**src/rtl/weight_fetch_sequencer.sv**
```systemverilog
// Weight fetch sequencer: controls an optional weight preload into the BRAM,
// then streams the weight words (two per BRAM address, port A then port B)
// to the MAC array with a valid/ready handshake.
module weight_fetch_sequencer #(
    parameter int BRAM_ADDRESS_WIDTH = 12
) (
    input  logic        clk,
    input  logic        rst,
    input  logic        cfg_start,
    input  logic        cfg_load_weights,
    input  logic [4:0]  cfg_kernel_size,
    input  logic [11:0] cfg_output_channel_size,
    input  logic        cfg_abort,
    output logic        write_en,
    output logic        transfer_start,
    output logic        bram_control_add1,
    output logic        bram_control_add2,
    output logic        port_sel,
    input  logic        weight_from_bram_valid,
    input  logic        write_weight_finish,
    output logic        mac_weight_valid,
    input  logic        mac_weight_ready,
    output logic        busy,
    output logic        done,
    output logic        cfg_error
);

    // The controller's address counter must hold at least one word pair.
    if (BRAM_ADDRESS_WIDTH < 1) begin : g_bad_addr_width
        $error("BRAM_ADDRESS_WIDTH must be at least 1");
    end

    typedef enum logic [2:0] {
        IDLE,
        WSTART,
        WLOAD,
        RSTART,
        RWAIT,
        RHOLD,
        STEP,
        DONE
    } state_t;

    state_t      state;
    logic [14:0] remaining;
    logic        port_sel_q;
    logic        cfg_error_q;

    logic [14:0] ch_w;
    logic [14:0] word_total;
    logic        cfg_ok;
    logic        pair_step;
    logic [14:0] step_sz;

    assign ch_w      = {3'b000, cfg_output_channel_size};
    // A zero total covers both a zero channel count and a non-one-hot kernel.
    assign cfg_ok    = (word_total != 15'd0);
    assign pair_step = |remaining[14:1];
    assign step_sz   = pair_step ? 15'd2 : 15'd1;

    // Word total = kernel size (1..5 from the one-hot code) times channel count.
    always_comb begin
        word_total = 15'd0;
        case (cfg_kernel_size)
            5'b00001: word_total = ch_w;
            5'b00010: word_total = ch_w << 1;
            5'b00100: word_total = (ch_w << 1) + ch_w;
            5'b01000: word_total = ch_w << 2;
            5'b10000: word_total = (ch_w << 2) + ch_w;
            default:  word_total = 15'd0;
        endcase
    end

    // Sequencer state, remaining word count, port select and error pulse.
    always_ff @(posedge clk or posedge rst) begin
        if (rst) begin
            state       <= IDLE;
            remaining   <= 15'd0;
            port_sel_q  <= 1'b0;
            cfg_error_q <= 1'b0;
        end else begin
            cfg_error_q <= 1'b0;
            if (cfg_abort) begin
                state      <= IDLE;
                remaining  <= 15'd0;
                port_sel_q <= 1'b0;
            end else begin
                case (state)
                    IDLE: begin
                        if (cfg_start) begin
                            if (cfg_ok) begin
                                remaining  <= word_total;
                                port_sel_q <= 1'b0;
                                state      <= cfg_load_weights ? WSTART : RSTART;
                            end else begin
                                cfg_error_q <= 1'b1;
                            end
                        end
                    end
                    WSTART: state <= WLOAD;
                    WLOAD: begin
                        if (write_weight_finish) state <= RSTART;
                    end
                    RSTART: begin
                        port_sel_q <= 1'b0;
                        state      <= RWAIT;
                    end
                    RWAIT: begin
                        if (weight_from_bram_valid) state <= RHOLD;
                    end
                    RHOLD: begin
                        // Port A word of a full pair is followed by the port B word
                        // from the same BRAM read; otherwise advance the address.
                        if (mac_weight_ready) begin
                            if (pair_step && !port_sel_q) port_sel_q <= 1'b1;
                            else                          state      <= STEP;
                        end
                    end
                    STEP: begin
                        port_sel_q <= 1'b0;
                        remaining  <= remaining - step_sz;
                        state      <= (remaining == step_sz) ? DONE : RWAIT;
                    end
                    DONE:    state <= IDLE;
                    default: state <= IDLE;
                endcase
            end
        end
    end

    assign write_en          = (state == WSTART) || (state == WLOAD);
    assign transfer_start    = (state == WSTART) || (state == RSTART);
    assign bram_control_add2 = (state == STEP) && pair_step;
    assign bram_control_add1 = (state == STEP) && !pair_step;
    assign port_sel          = port_sel_q;
    assign mac_weight_valid  = (state == RHOLD);
    assign busy              = (state != IDLE);
    assign done              = (state == DONE);
    assign cfg_error         = cfg_error_q;

endmodule

```
**config.mk**
```make
export PLATFORM = sky130hd
export DESIGN_NAME = weight_fetch_sequencer
export DESIGN_NICKNAME = d
export VERILOG_FILES = /design/src/rtl/weight_fetch_sequencer.sv
export SDC_FILE = /design/constraint.sdc
export NUM_CORES = 1
export LEC_CHECK = 0
export CORE_MARGIN = 8
export CORE_UTILIZATION = 55
export CTS_CLUSTER_DIAMETER = 50
export CTS_CLUSTER_SIZE = 20
export DETAILED_ROUTE_END_ITERATION = 10
export PLACE_DENSITY = 0.79
export SYNTH_ARGS = -nofsm -noshare
export SYNTH_HDL_FRONTEND = slang
export SYNTH_SLANG_ARGS = --single-unit
```
**constraint.sdc**
```tcl
create_clock -name clk -period 9.31 [get_ports clk]
set_clock_uncertainty 0.05 [all_clocks]
set_input_delay 2.793 -clock clk [delete_from_list [all_inputs] [get_ports clk]]
set_output_delay 2.793 -clock clk [all_outputs]
set_load 0.03 [all_outputs]
```
==> results.md, run 1 <==
- VDD sags by at most 0.0001002 V.
- The endpoint class of the critical path is a flop.
- The hold violation total from the final report was 0.
- The analysis attributes to cell leakage a power of 1.479 nW.
- For this run, the detailed router's first-pass iteration total came to 5.
- The CTS tree is done.
- The die is 90.99 um wide.
- The number of unique standard cell types used by synthesis is 64.
- The area added between synthesis and finish is 12.82%.
- The total placed instance area is 3418 um^2.
- The number of slew-limit violations in the final report is 0.
- Setup repair after global routing left no endpoint under its margin.
- The final layout contains 491 nets.
- The path class of the tightest hold or removal check is reg2reg.
- No sink is reached through more buffers than the 2 on the longest clock path.
- Yosys printed 0 warnings.
- In the synthesized netlist, the number of instances is 418.
- Of all nets on the critical path, the largest fanout is 5.
- Measured against its own limit, the worst slew margin works out to 26.54%.
- The global-route wire length before repair is 15080 um.
- Cells with a size suffix above 1 make up 3.890% of the layout.
- The routed via count is 3369.
- The die covers 8279 um^2.
- The total power density per cell area is 158.7 nW/um^2.
- The number of remaining DRC errors is 0.
- The detailed-route wire length per cell is 18.02 um.
- The critical setup path kind is in2reg.
- Setup violations remaining at the end of the flow were counted as 0.
- The flow ran to the end, and the final reports show no timing, DRC or antenna violations.
- The average instance area after synthesis is 7.399 um^2.
- The critical path arrival is 6450 ps.
- Dividing the detail-routed via count by the number of cells gives 6.619.
- The required time reported for the critical path endpoint is 9450 ps.
- The clock tree root buffer cell is clkbuf_8.
- The leading register cell type out of synthesis is dfrtp_1.
- The initial antenna violation count came to 0.
- Buffers inserted during clock tree synthesis total 3.
- By count the netlist is led by 45 x nor2_1, 40 x a21oi_1, 36 x nand2_1.
- Based on the critical path, the design can be clocked at up to 158.5 MHz.
- Across the run, the number of max-cap violations was 0.
- The die outline height is 90.99 um.
- The area of the core region is 5473 um^2.
- The count of state elements after synthesis is 20.
- The quantity of hold-fixing buffers added after cts is 0.
- The later pin in the worst-skew pair is clocked with a latency of 260 ps.
- The tree built by TritonCTS fans out to 20 sinks.
- The sequential cell area fraction in the yosys report is 16.18%.
- Counting flops with a built-in enable in the synthesized netlist gives 0.
- Global routing finished with a remaining overflow of 0.
- The number of H-tree branching levels is 1.
- The proportion of netlist area held by the largest area contributor is 16.18%.
- The number of nets in the synthesized netlist is 471.
- The via count of the first global-routing pass came to 3130.
- The transition at the pin with the smallest max-transition slack is 1093 ps.
- After synthesis the cells add up to 3093 um^2.
- STA classifies the critical path startpoint as an input pin.
- The routed design could run at a clock period as short as 6308 ps.
- The number of placed cells counting well taps is 505.
- After synthesis, the cell types taking the most area are dfrtp_1 16%, ha_1 10%, a21oi_1 6.5%.
- Once detail routing completed, the nets flagged for antenna violations numbered 0.
- The clock edge transition at the registers on the reported setup and hold paths is 90 ps.
- The overall routed net length is 9171 um.
- The finished layout holds 509 standard cells, fillers aside.
- The most numerous cell in the Yosys netlist is nor2_1.
- The number of instances resized during post-cts repair is 0.
- The number of input and output port buffers inserted is 33.
- The starting density of the core is 56.52%.
- The number of fill cells is 496.
- The violation count after the first detailed-route iteration is 374.
- The top cell type by total area after synthesis is dfrtp_1.
- The last weighted congestion value of the routability-driven placer is 0.9865.
- The detailed placer's ending HPWL is 7075 um.
- Entering global routing, the biggest net connects 22 pins.
- The buffers inserted during post-CTS setup optimization is 0.
- Global routing used 21.45% of the available tracks.
- Of all flip-flops after synthesis, the portion carrying an async set or reset was 100.0%.
- With fillers left out, the area of the finished cells amounts to 3490 um^2.
- 0 antenna diodes ended up in the layout.
- 34 I/O pins were placed.
- The period utilization is 67.75%.
- The final-layout setup total negative slack is 0 ps.
- The row count is 27.
-- flip-flops by register name, summed over array words and instances (netlist names) --
| register | flops |
|---|---|
| cfg_error | 1 |
| port_sel | 1 |
| state | 3 |
| remaining | 15 |
-- final cells by class --
cell class	count	area, um^2	area share [%]
clock buffer	3	41.29	1.183
multi-input combinational	364	2437	69.85
inverter	16	60.06	1.721
timing repair buffer	33	330.3	9.466
sequential	20	500.5	14.34
tap	72	90.09	2.582
clock inverter	1	30.03	0.8605
-- final timing paths --
check                                           start       endpoint  slack (ps)  cells past startpoint
max in group asynchronous                         rst  remaining[10]        5810                      2
hold reg to reg                              port_sel       port_sel         490                      1
hold / removal                               port_sel       port_sel         490                      1
min in group asynchronous                         rst      cfg_error        2910                      2
setup / recovery           cfg_output_channel_size[0]   remaining[0]        3000                     13
setup reg to reg                         remaining[6]  remaining[12]        4890                     14
-- metrics by stage --
stage                     total power [mW]  hold WS, ps  setup slack [ps]  util [%]
after floorplan                     0.3638        430.3              4032         -
after global placement              0.4507        463.9              2820     62.46
after detailed placement            0.4573        468.6              2753     62.46
after CTS                           0.5484        489.9              3081     63.76
after global routing                0.5988        512.0              2702     63.76
final                               0.5539        487.2              3002     63.76
-- critical path, stage by stage --
cell and delay [ps]:
clkdlybuf4s50_1 570, ha_1 240, inv_1 70, fa_1 370
nor2b_1 240, o21ai_0 230, and2_1 250, xor2_1 160
o22ai_1 100, a211oi_1 340, nand4b_2 240, o31ai_2 570
mux2i_1 250
-- power breakdown --
group	switching, mW	total [mW]	internal [mW]	leakage, nW
registers	0.0180	0.114	0.0960	0.276
logic	0.219	0.351	0.132	1.17
clock network	0.0317	0.0891	0.0574	0.0357
total	0.269	0.554	0.285	1.48
-- metal layers --
metal	up-vias	global-route usage (%)	share of wire (%)
met4	0	5.866	1.9
met2	170	32.22	44
met3	26	4.362	8.6
met5	-	0	0
met1	1542	30.23	45
li1	1631	-	-
-- cell usage in the layout, fill, tap and decap left out, types with 4 or more instances in the layout --
cell type        synthesis  final
nor2_1                  45     45
a21oi_1                 40     40
nand2_1                 36     36
clkdlybuf4s50_1          0     33
o21ai_0                 26     26
ha_1                    25     25
nor3_1                  23     23
dfrtp_1                 20     20
inv_1                   14     14
xor2_1                  12     12
a211oi_1                 9      9
a22o_1                   9      9
nand3_1                  9      9
and3_1                   7      7
nor2b_1                  7      7
xnor2_1                  6      6
and2_1                   6      6
o31ai_1                  6      6
o2bb2ai_1                6      6
o22ai_1                  5      5
a221oi_1                 5      5
a21o_1                   4      4
nor3_2                   4      4
a22oi_1                  4      4
mux2i_1                  4      4
-- logic make-up (layout without fill, tap and decap cells) --
family          count (synthesis)  in the layout  share of synthesized area, %
fa+ha+maj                      28             28                         12.06
compound gates                150            150                         33.13
flops                          20             20                         16.18
buf+inv                        34             53                         5.016
mux                             4              4                         1.295
simple gates                  164            164                         27.22
xor+xnor                       18             18                         5.097
No activity file was read; power rests on OpenSTA's default activity.
==> run 2, diff against run 1 <==
CORE_UTILIZATION = 53   (was 55)
PLACE_DENSITY = 0.8   (was 0.79)
clock period = 5.5 ns   (was 9.31 ns; I/O delays follow)
==> run 2 against run 1 <==
Against the previous run: setup slack lost 2500 ps; first-iteration DRC count fell by 21%; core utilization decreased by 2.9 points; cell area up 0.75%; sequential cell count unchanged; critical path type unchanged; highest routed layer unchanged.
==> results.md, run 2 (synthesized netlist as in run 1, its figures left out) <==
- The clock edge transition at the registers on the reported setup and hold paths is 90 ps (about the same).
- The number of placed cells counting well taps came to 511 (+1.2%).
- The total inserted antenna cells came to 0 (unchanged).
- The number of input and output port buffers inserted came to 33 (unchanged).
- The die outline height is 92.39 um (+1.5%).
- The largest buffer count on any clock path is 2 (unchanged).
- The last weighted congestion value of the routability-driven placer is 0.9509 (-3.6%).
- The length of the first detailed-routing pass in iterations was 5 (unchanged).
- The floorplan die area is 8536 um^2 (+3.1%).
- The category of the worst setup path launch point is an input pin.
- The number of instances resized during post-cts repair is 0 (unchanged).
- The number of fill cells is 549 (+11%).
- The total power density per cell area is 265.1 nW/um^2 (+67%).
- The via count of the first global-routing pass is 3137 (+0.22%).
- The starting density of the core is 53.51% (-3.0 points).
- The initial antenna violation count is 0 (unchanged).
- The residual antenna-violating net count after detailed routing is 0 (unchanged).
- The quantity of hold-fixing buffers added after cts is 0 (unchanged).
- Setup repair after global routing left no endpoint under its margin.
- The final critical-path required period is 4991 ps.
- The transition at the pin with the smallest max-transition slack is 1050 ps (-43.75 ps).
- The final-layout setup total negative slack came to 0 ps (unchanged).
- The detailed-route wire length per cell is 17.58 um (-2.4%).
- The critical-path maximum fanout is 6 (+1).
- The global-route wire length before repair is 14770 um (-2.0%).
- The number of H-tree branching levels is 1 (unchanged).
- The leakage dissipation was 1.495 nW (+1.1%).
- The number of slew-limit violations in the final report was 0 (unchanged).
- The number of primary I/O pins is 34 (unchanged).
- The total congestion overflow after global routing is 0 (unchanged).
- The number of nets in the layout is 494 (+0.61%).
- The register bank with the most flops is remaining.
- The number of remaining DRC errors is 0 (unchanged).
- By startpoint and endpoint, the worst setup path is classified as in2reg.
- The area of the core region is 5781 um^2 (+5.6%).
- The largest net degree at the start of global routing came to 22 (unchanged).
- The highest attainable clock frequency is 200.3 MHz.
- The overall routed net length is 9054 um (-1.3%).
- The all-layer global routing usage is 20.45% (-1.0 points).
- The die width is 92.39 um (+1.5%).
- The routed via count is 3433 (+1.9%).
- The relative max-transition margin is 29.48% (+2.9 points).
- The tree is rooted in a clkbuf_8.
- The critical path arrival is 5150 ps (-1300 ps).
- The count of clock tree sinks is 20 (unchanged).
- The largest registers in the layout are remaining x15, state x3.
- The buffers inserted during post-CTS setup optimization was 0 (unchanged).
- The flow ran to the end, and the final reports show no timing, DRC or antenna violations.
- The number of flip-flops in the largest register is 15 (unchanged).
- The post-detailed-route via-to-cell ratio came to 6.666 (+0.71%).
- The clock insertion delay at the later pin of the skew report is 270 ps (about the same).
- The hold violation total from the final report came to 0 (unchanged).
- The clock buffer count from CTS was 3 (unchanged).
- The most common library cell in the layout ignoring fill and taps is nor2_1.
- The tightest min-delay check is of the reg2reg type.
- The count of non-filler cells in the finished layout is 515 (+1.2%).
- The detailed placer's ending HPWL came to 6928 um (-2.1%).
- The worst vdd rail ir drop is 0.0001656 V (+65%).
- The top cell types in the final layout, fill and taps aside, are 45 x nor2_1, 40 x a21oi_1, 36 x nand2_1.
- The period utilization is 90.75%.
- The CTS tree is done.
- The row count is 28 (+3.7%).
- The number of setup violations in the final report is 0 (unchanged).
- The fraction of layout cells with a size suffix above 1 came to 4.545% (+0.66 points).
- The worst setup path is captured at a flop.
- Compared with the post-synthesis result, the final layout area differs by 13.67%.
- The required time reported for the critical path endpoint is 5660 ps (-3790 ps).
- The total of max-cap violations is 0 (unchanged).
- The violation count after the first detailed-route iteration is 297 (-21%).
## run 2: cell type report
class	count	area, um^2	area share (%)
Tap cell	75	93.84	2.669
Clock inverter	1	30.03	0.8541
Timing Repair Buffer	36	352.8	10.04
Sequential cell	20	500.5	14.23
Multi-Input combinational cell	364	2437	69.32
Clock buffer	3	41.29	1.174
Inverter	16	60.06	1.708
## run 2: path summary, 6_finish.rpt
check,from,end,slack [ps],cells past startpoint
max in group asynchronous,rst,remaining[5],3130,2
worst max register to register,remaining[6],remaining[12],1090,14
worst min-delay path,remaining[9],remaining[9],490,2
worst min register to register,remaining[9],remaining[9],490,2
worst max-delay path,cfg_output_channel_size[1],remaining[0],510,13
min in group asynchronous,rst,state[2],1760,2
## run 2: report_power, final
part | leakage [nW] | total, mW | switching (mW) | internal [mW]
Combinational | 1.18 | 0.585 | 0.360 | 0.225
Clock | 0.0357 | 0.153 | 0.0556 | 0.0974
Sequential | 0.276 | 0.194 | 0.0320 | 0.162
Total | 1.49 | 0.932 | 0.447 | 0.485
## run 2: metrics by stage
step | setup slack, ps | power (mW) | hold WS (ps) | utilization (%) | cell area (um^2)
2_1_floorplan | 1365 | 0.6158 | 430.3 | - | 3093
3_3_place_gp | 387.0 | 0.7570 | 459.6 | 59.59 | 3445
3_5_place_dp | 269.5 | 0.7680 | 461.8 | 59.59 | 3445
4_1_cts | 547.6 | 0.9188 | 480.1 | 60.82 | 3516
5_1_grt | 298.2 | 0.9940 | 501.7 | 60.82 | 3516
6_report | 508.7 | 0.9320 | 485.5 | 60.82 | 3516
## run 2: metal layers
metal	track usage, %	routed length (um)	up-vias	share of wire [%]
li1	-	-	1631	-
met1	27.08	4061	1611	45
met2	33.25	4140	165	46
met3	3.964	661	26	7.3
met4	5.101	190	0	2.1
met5	0	0	-	0
## run 2: critical path: stages
cell             delay [ps]
clkdlybuf4s50_1         600
ha_1                    230
inv_1                    60
fa_1                    380
nor2b_1                 200
o21ai_0                 160
a21oi_1                 210
nor2_1                   90
xor2_1                  150
a221oi_1                440
nand3_1                 280
o31ai_2                 460
mux2i_1                 230
